`config.mk`:
```
export PLATFORM = sky130hd
export DESIGN_NAME = pipe_mux_reg_flat
export DESIGN_NICKNAME = d
export VERILOG_FILES = /design/src/rtl/pipe_mux_reg_if.sv /design/src/rtl/pipe_mux_reg.sv /design/src/flat_wrapper.sv
export SDC_FILE = /design/constraint.sdc
export NUM_CORES = 1
export LEC_CHECK = 0
export BUFFER_PORTS_ARGS = -buffer_cell sky130_fd_sc_hd__buf_2
export CORE_MARGIN = 5
export CORE_UTILIZATION = 52
export DETAILED_ROUTE_END_ITERATION = 10
export GPL_TIMING_DRIVEN = 0
export PLACE_DENSITY = 0.84
export SYNTH_ARGS = -nofsm -noshare
export SYNTH_HDL_FRONTEND = slang
export SYNTH_SLANG_ARGS = --single-unit
```
`constraint.sdc`:
```
create_clock -name clk -period 3.7 [get_ports clk]
set_input_delay 0.37 -clock clk [delete_from_list [all_inputs] [get_ports clk]]
set_output_delay 0.37 -clock clk [all_outputs]
set_load 0.1 [all_outputs]
```
`src/rtl/pipe_mux_reg_if.sv`:
```
// pipe_mux_reg_if: handshake and data bundle for pipe_mux_reg.
//   in_bus    NUM_IN*WIDTH  packed inputs, input i = in_bus[i*WIDTH +: WIDTH]
//   sel       SEL_W         input index offered with in_valid
//   in_valid / in_ready     upstream handshake
//   out_ready               downstream accepts the head entry
//   flush                   synchronous kill of all held entries
//   out_data / out_sel / out_err / out_valid   head entry
//   out_par                 head parity, present only with PIPE_MUX_PARITY_EN
// master: the side driving inputs and consuming outputs; slave: the stage.
interface pipe_mux_reg_if #(
  parameter int WIDTH  = 32,
  parameter int NUM_IN = 4,
  parameter int SEL_W  = 2
);
  logic [NUM_IN*WIDTH-1:0] in_bus;
  logic [SEL_W-1:0]        sel;
  logic                    in_valid;
  logic                    in_ready;
  logic                    out_ready;
  logic                    flush;
  logic [WIDTH-1:0]        out_data;
  logic [SEL_W-1:0]        out_sel;
  logic                    out_err;
  logic                    out_valid;
`ifdef PIPE_MUX_PARITY_EN
  logic                    out_par;
`endif

  modport master (
    output in_bus, sel, in_valid, out_ready, flush,
    input  in_ready, out_data, out_sel, out_err, out_valid
`ifdef PIPE_MUX_PARITY_EN
    , input out_par
`endif
  );

  modport slave (
    input  in_bus, sel, in_valid, out_ready, flush,
    output in_ready, out_data, out_sel, out_err, out_valid
`ifdef PIPE_MUX_PARITY_EN
    , output out_par
`endif
  );
endinterface

```
`src/rtl/pipe_mux_reg.sv`:
```
// pipe_mux_reg: N:1 select mux feeding a 2-entry registered skid stage
// (head + skid) with a full-throughput valid/ready handshake.
// Ports:
//   clk    rising-edge clock
//   rst_n  asynchronous active-low reset
//   bus    pipe_mux_reg_if.slave (in_bus, sel, in_valid, in_ready, out_ready,
//          flush, out_data, out_sel, out_err, out_valid[, out_par])
// Optional feature macro: PIPE_MUX_PARITY_EN adds out_par = ^data of the head,
// computed at capture and carried through the skid entry.
// in_ready comes straight from a flop (it is the inverse of skid occupancy).
module pipe_mux_reg #(
  parameter int WIDTH  = 32,
  parameter int NUM_IN = 4,
  parameter int SEL_W  = 2
) (
  input logic           clk,
  input logic           rst_n,
  pipe_mux_reg_if.slave bus
);

  // Encoding mirrors {skid_valid, out_valid}.
  typedef enum logic [1:0] {
    EMPTY = 2'b00,
    ONE   = 2'b01,
    FULL  = 2'b11
  } state_e;

  localparam logic [SEL_W:0] NUM_IN_L = (SEL_W+1)'(NUM_IN);

  state_e           state_q;
  logic             in_ready_q;
  logic [WIDTH-1:0] head_data_q, skid_data_q;
  logic [SEL_W-1:0] head_sel_q,  skid_sel_q;
  logic             head_err_q,  skid_err_q;
`ifdef PIPE_MUX_PARITY_EN
  logic             head_par_q,  skid_par_q;
`endif

  logic [WIDTH-1:0] cap_data_d;
  logic             cap_err_d;
  logic             accept;
  logic             pop;
  logic             out_valid;

  // Out-of-range selects match no input and leave the data at zero.
  always_comb begin
    cap_data_d = '0;
    for (int unsigned i = 0; i < NUM_IN; i++) begin
      if (bus.sel == SEL_W'(i)) cap_data_d = bus.in_bus[i*WIDTH +: WIDTH];
    end
  end

  assign cap_err_d = ({1'b0, bus.sel} >= NUM_IN_L);
  assign out_valid = (state_q != EMPTY);
  assign accept    = bus.in_valid & in_ready_q;
  assign pop       = out_valid & bus.out_ready;

  always_ff @(posedge clk or negedge rst_n) begin
    if (!rst_n) begin
      state_q     <= EMPTY;
      in_ready_q  <= 1'b1;
      head_data_q <= '0;
      head_sel_q  <= '0;
      head_err_q  <= 1'b0;
      skid_data_q <= '0;
      skid_sel_q  <= '0;
      skid_err_q  <= 1'b0;
`ifdef PIPE_MUX_PARITY_EN
      head_par_q  <= 1'b0;
      skid_par_q  <= 1'b0;
`endif
    end else if (bus.flush) begin
      // Same-cycle accept/pop are dropped.
      state_q     <= EMPTY;
      in_ready_q  <= 1'b1;
      head_data_q <= '0;
      head_sel_q  <= '0;
      head_err_q  <= 1'b0;
      skid_data_q <= '0;
      skid_sel_q  <= '0;
      skid_err_q  <= 1'b0;
`ifdef PIPE_MUX_PARITY_EN
      head_par_q  <= 1'b0;
      skid_par_q  <= 1'b0;
`endif
    end else begin
      case (state_q)
        EMPTY: begin
          if (accept) begin
            state_q     <= ONE;
            head_data_q <= cap_data_d;
            head_sel_q  <= bus.sel;
            head_err_q  <= cap_err_d;
`ifdef PIPE_MUX_PARITY_EN
            head_par_q  <= ^cap_data_d;
`endif
          end
        end
        ONE: begin
          if (accept && pop) begin
            head_data_q <= cap_data_d;
            head_sel_q  <= bus.sel;
            head_err_q  <= cap_err_d;
`ifdef PIPE_MUX_PARITY_EN
            head_par_q  <= ^cap_data_d;
`endif
          end else if (accept) begin
            state_q     <= FULL;
            in_ready_q  <= 1'b0;
            skid_data_q <= cap_data_d;
            skid_sel_q  <= bus.sel;
            skid_err_q  <= cap_err_d;
`ifdef PIPE_MUX_PARITY_EN
            skid_par_q  <= ^cap_data_d;
`endif
          end else if (pop) begin
            state_q <= EMPTY;
          end
        end
        FULL: begin
          if (pop) begin
            state_q     <= ONE;
            in_ready_q  <= 1'b1;
            head_data_q <= skid_data_q;
            head_sel_q  <= skid_sel_q;
            head_err_q  <= skid_err_q;
`ifdef PIPE_MUX_PARITY_EN
            head_par_q  <= skid_par_q;
`endif
          end
        end
        default: begin
          state_q    <= EMPTY;
          in_ready_q <= 1'b1;
        end
      endcase
    end
  end

  assign bus.in_ready  = in_ready_q;
  assign bus.out_valid = out_valid;
  assign bus.out_data  = head_data_q;
  assign bus.out_sel   = head_sel_q;
  assign bus.out_err   = head_err_q;
`ifdef PIPE_MUX_PARITY_EN
  assign bus.out_par   = head_par_q;
`endif

endmodule

```
`src/flat_wrapper.sv`:
```
// flat-port wrapper written by rule: the top's interface ports become plain ports
module pipe_mux_reg_flat 
#(
  parameter int WIDTH  = 32,
  parameter int NUM_IN = 4,
  parameter int SEL_W  = 2
)
  (clk, rst_n, bus_in_bus, bus_sel, bus_in_valid, bus_out_ready, bus_flush, bus_in_ready, bus_out_data, bus_out_sel, bus_out_err, bus_out_valid);
  pipe_mux_reg_if #(.WIDTH(WIDTH), .NUM_IN(NUM_IN), .SEL_W(SEL_W)) bus_i ();
  input logic clk;
  input logic rst_n;
  input wire logic [$bits(bus_i.in_bus)-1:0] bus_in_bus;
  input wire logic [$bits(bus_i.sel)-1:0] bus_sel;
  input wire logic [$bits(bus_i.in_valid)-1:0] bus_in_valid;
  input wire logic [$bits(bus_i.out_ready)-1:0] bus_out_ready;
  input wire logic [$bits(bus_i.flush)-1:0] bus_flush;
  output wire logic [$bits(bus_i.in_ready)-1:0] bus_in_ready;
  output wire logic [$bits(bus_i.out_data)-1:0] bus_out_data;
  output wire logic [$bits(bus_i.out_sel)-1:0] bus_out_sel;
  output wire logic [$bits(bus_i.out_err)-1:0] bus_out_err;
  output wire logic [$bits(bus_i.out_valid)-1:0] bus_out_valid;
  assign bus_i.in_bus = bus_in_bus;
  assign bus_i.sel = bus_sel;
  assign bus_i.in_valid = bus_in_valid;
  assign bus_i.out_ready = bus_out_ready;
  assign bus_i.flush = bus_flush;
  assign bus_in_ready = bus_i.in_ready;
  assign bus_out_data = bus_i.out_data;
  assign bus_out_sel = bus_i.out_sel;
  assign bus_out_err = bus_i.out_err;
  assign bus_out_valid = bus_i.out_valid;
  pipe_mux_reg #(.WIDTH(WIDTH), .NUM_IN(NUM_IN), .SEL_W(SEL_W)) u_core (.clk(clk), .rst_n(rst_n), .bus(bus_i));
endmodule
```
==> flow_metrics.py <==
metrics = {
    "status": {
        "status": "complete, no violations",
    },
    "global_route": {
        "grt_use_met2_pct": 42.58,
        "grt-busiest-layer": "met2",
        "track_usage_pct": 25.42,
        "antenna_found_initial": 0,
        "overflow": 0,
        "grt_max_degree": 72,
        "met1_usage_pct": 33.22,
        "grt_pass1_vias": 4326,
        "use_met3_pct": 3.754,
        "grt_pass1_wl_um": 20850,
    },
    "yosys": {
        "synthFlopType": "dfrtp_1",
        "ys_ff_latch": 71,
        "syn-cell-area_mm2": 0.004441,
        "ys_top_cells_by_count": "dfrtp_1 (70), nand2_1 (70), mux2_2 (66)",
        "syn-num-nets": 586,
        "ys.warnings.count": 0,
        "synth_compound_area_share_pct": 19.67,
        "synth_edf_count": 0,
        "yosysTopAreaCell": "dfrtp_1",
        "synth-seq-area-share_pct": 40.04,
        "synth_top_family_by_area": "multiplexers",
        "synthAdderAreaFrac_pct": 1.127,
        "synth_area_leaders": "dfrtp_1 (39%), mux2_2 (17%), mux2i_1 (7.9%)",
        "async_reset_ff_share_pct": 100.0,
        "yosys.area_share.simple_pct": 8.284,
        "synthDominantCellAreaShare_pct": 39.45,
        "syn_area_per_cell_um2": 9.934,
        "synth_mux_area_share_pct": 24.96,
        "ys_types": 34,
        "synth_cells": 447,
        "synth_xor_xnor_area_share_pct": 0,
    },
    "layout": {
        "syn_to_final_growth_pct": 26.20,
        "layout.nets": 765,
        "num_antenna_cells": 0,
        "drive_gt1_share_pct": 44.06,
        "instances_no_fill": 736,
    },
    "die": {
        "coreArea_mm2": 0.008258,
        "die_height_um": 102.4,
        "start_util_pct": 53.77,
        "ios": 172,
        "core.rowCount": 33,
        "die-area_mm2": 0.01049,
        "fp.dieW_um": 102.4,
    },
    "sta": {
        "slew_viol_final": 0,
        "setup_viol": 0,
        "tightest_slew_ns": 0.9173,
        "setup_slack_ns": 1.548,
        "fin_crit_ns": 2.152,
        "clock.fmax_ghz": 0.4647,
        "fin_crit_sh_pct": 58.16,
        "hold_ws_ns": 0.1378,
        "fin_setup_tns_ns": 0,
        "slew_headroom_pct": 38.84,
        "rsz0062_at_grt": "false",
        "fin_skew_ns": 0.008256,
        "hold_viol": 0,
    },
    "worst_setup_path": {
        "worstRegToRegCells": 8,
        "reg2reg_to": "u_core.skid_data_q[14]$_DFFE_PN0P_",
        "worstSetupPathType": "flop to flop",
        "start_kind": "flop",
        "r2r_start": "u_core.state_q[1]$_DFFE_PN0P_",
        "required_ns": 3.95,
        "crit_path_start": "u_core.state_q[1]$_DFFE_PN0P_",
        "cp-end-kind": "flop",
        "worstPathArrival_ns": 2.41,
        "crit_end": "u_core.skid_data_q[14]$_DFFE_PN0P_",
        "critical_path.max_fanout": 10,
        "rrSetupSlack_ns": 1.55,
    },
    "pwr": {
        "report.power.total_w": 0.003248,
        "vdd_drop_max_mv": 0.3544,
        "power_density_mw_per_mm2": 579.5,
        "p_leak_nw": 2.725,
    },
    "min_path": {
        "min_path_type": "primary input to async pin",
    },
    "route": {
        "drtPass1Iterations": 5,
        "vias": 4279,
        "ant_nets": 0,
        "drtIter0Drc": 198,
        "drt-vias-per-instance": 5.814,
        "wl_um": 13460,
        "drc_errors": 0,
        "post_drt_wl_per_cell_um": 18.29,
    },
    "clocking": {
        "clockBufferDepth": 2,
        "h-tree-depth": 3,
        "ctsResizeCount": 0,
        "clock_latency_ns": 0.34,
        "ctsRootBufferMaster": "clkbuf_8",
        "cts_sinks": 71,
        "clk_pin_slew_ns": 0.08,
        "cts_buffers": 9,
        "cts_hold_buf": 0,
        "cts_tree": "built",
        "post-cts-setup-buffers": 0,
    },
    "placement": {
        "routabilityCongestion": 0.7953,
        "placedCellCount": 720,
        "portBuffers": 168,
        "dp_hpwl_um": 10050,
        "pre_cts_slack_ns": 1.558,
    },
    "flow_run": {
        "cap_violations": 0,
    },
}
[layout make-up]
cell class	count	area (um2)
Fill cell	670	2654
Multi-Input combinational cell	331	2404
Sequential cell	71	1778
Timing Repair Buffer	168	843.3
Buffer	41	244.0
Tap cell	105	131.4
Clock buffer	10	127.6
Clock inverter	6	61.31
Inverter	4	15.01
[flip-flops by register name, indices dropped and copies added (netlist names)]
signal / cells
u_core.skid_data_q: 32
u_core.bus.out_sel: 2
u_core.bus.out_data: 32
u_core.skid_sel_q: 2
u_core.state_q: 2
u_core.bus.in_ready: 1
[metrics by stage]
step                instance area, um2  util, %
finish                            5604    67.86
global route                      5604    67.86
CTS                               5604    67.86
detailed placement                5415    65.58
global placement                  5413    65.55
floorplan                         4441        -
[placed cells by master, fill, tap and decap left out, types with 4 or more instances in the layout]
cell type  count
buf_4          5
a22oi_1       31
o211ai_1      32
nor2_1         4
mux2i_1       35
inv_1          4
buf_1          6
clkbuf_8       9
nand2_1       70
buf_2        179
o21ai_0       13
clkbuf_1      12
dfrtp_1       70
a21oi_1       36
buf_6          8
ha_1           4
o21ai_1       19
mux2_2        66
[critical path, stage by stage (launching register included)]
cell,delay [ns]
dfrtp_1,0.40
inv_1,0.08
ha_1,0.25
nand3_1,0.21
nand2b_1,0.14
clkbuf_1,0.31
clkbuf_1,0.42
nand2_1,0.10
a21oi_1,0.16
[worst min-delay path by stage]
| stage | startpoint | end | slack (ns) | depth (start not counted) |
|---|---|---|---|---|
| finish | rst_n | u_core.bus.out_data[24]$_DFFE_PN0P_ | 0.14 | 1 |
| global route | rst_n | u_core.bus.out_data[24]$_DFFE_PN0P_ | 0.23 | 1 |
| CTS | rst_n | u_core.bus.out_data[24]$_DFFE_PN0P_ | 0.18 | 1 |
| detailed placement | u_core.bus.out_data[26]$_DFFE_PN0P_ | u_core.bus.out_data[26]$_DFFE_PN0P_ | 0.49 | 1 |
| global placement | u_core.bus.out_data[26]$_DFFE_PN0P_ | u_core.bus.out_data[26]$_DFFE_PN0P_ | 0.49 | 1 |
| floorplan | rst_n | u_core.bus.out_data[0]$_DFFE_PN0P_ | 0.07 | 0 |
[report_power, final]
part           internal (W)  total, W  leakage, nW  switching [W]
Combinational      0.000415   0.00162         1.68        0.00121
Clock              0.000309  0.000606       0.0960       0.000297
Sequential         0.000932   0.00102        0.945      0.0000853
[metal layers]
metal	wire length, um	vias up
met3	1065	23
met1	5421	2052
li1	-	1992
met5	0	-
met2	6706	212
met4	267	0
[logic make-up after synthesis]
kind of cell               Yosys count
buffers and inverters               45
adders and majority gates            4
muxes                              102
and+or+nand+nor                     87
other                                1
AOI/OAI and AO/OA                  137
DFF                                 71
(Power assumes the default switching activity.)
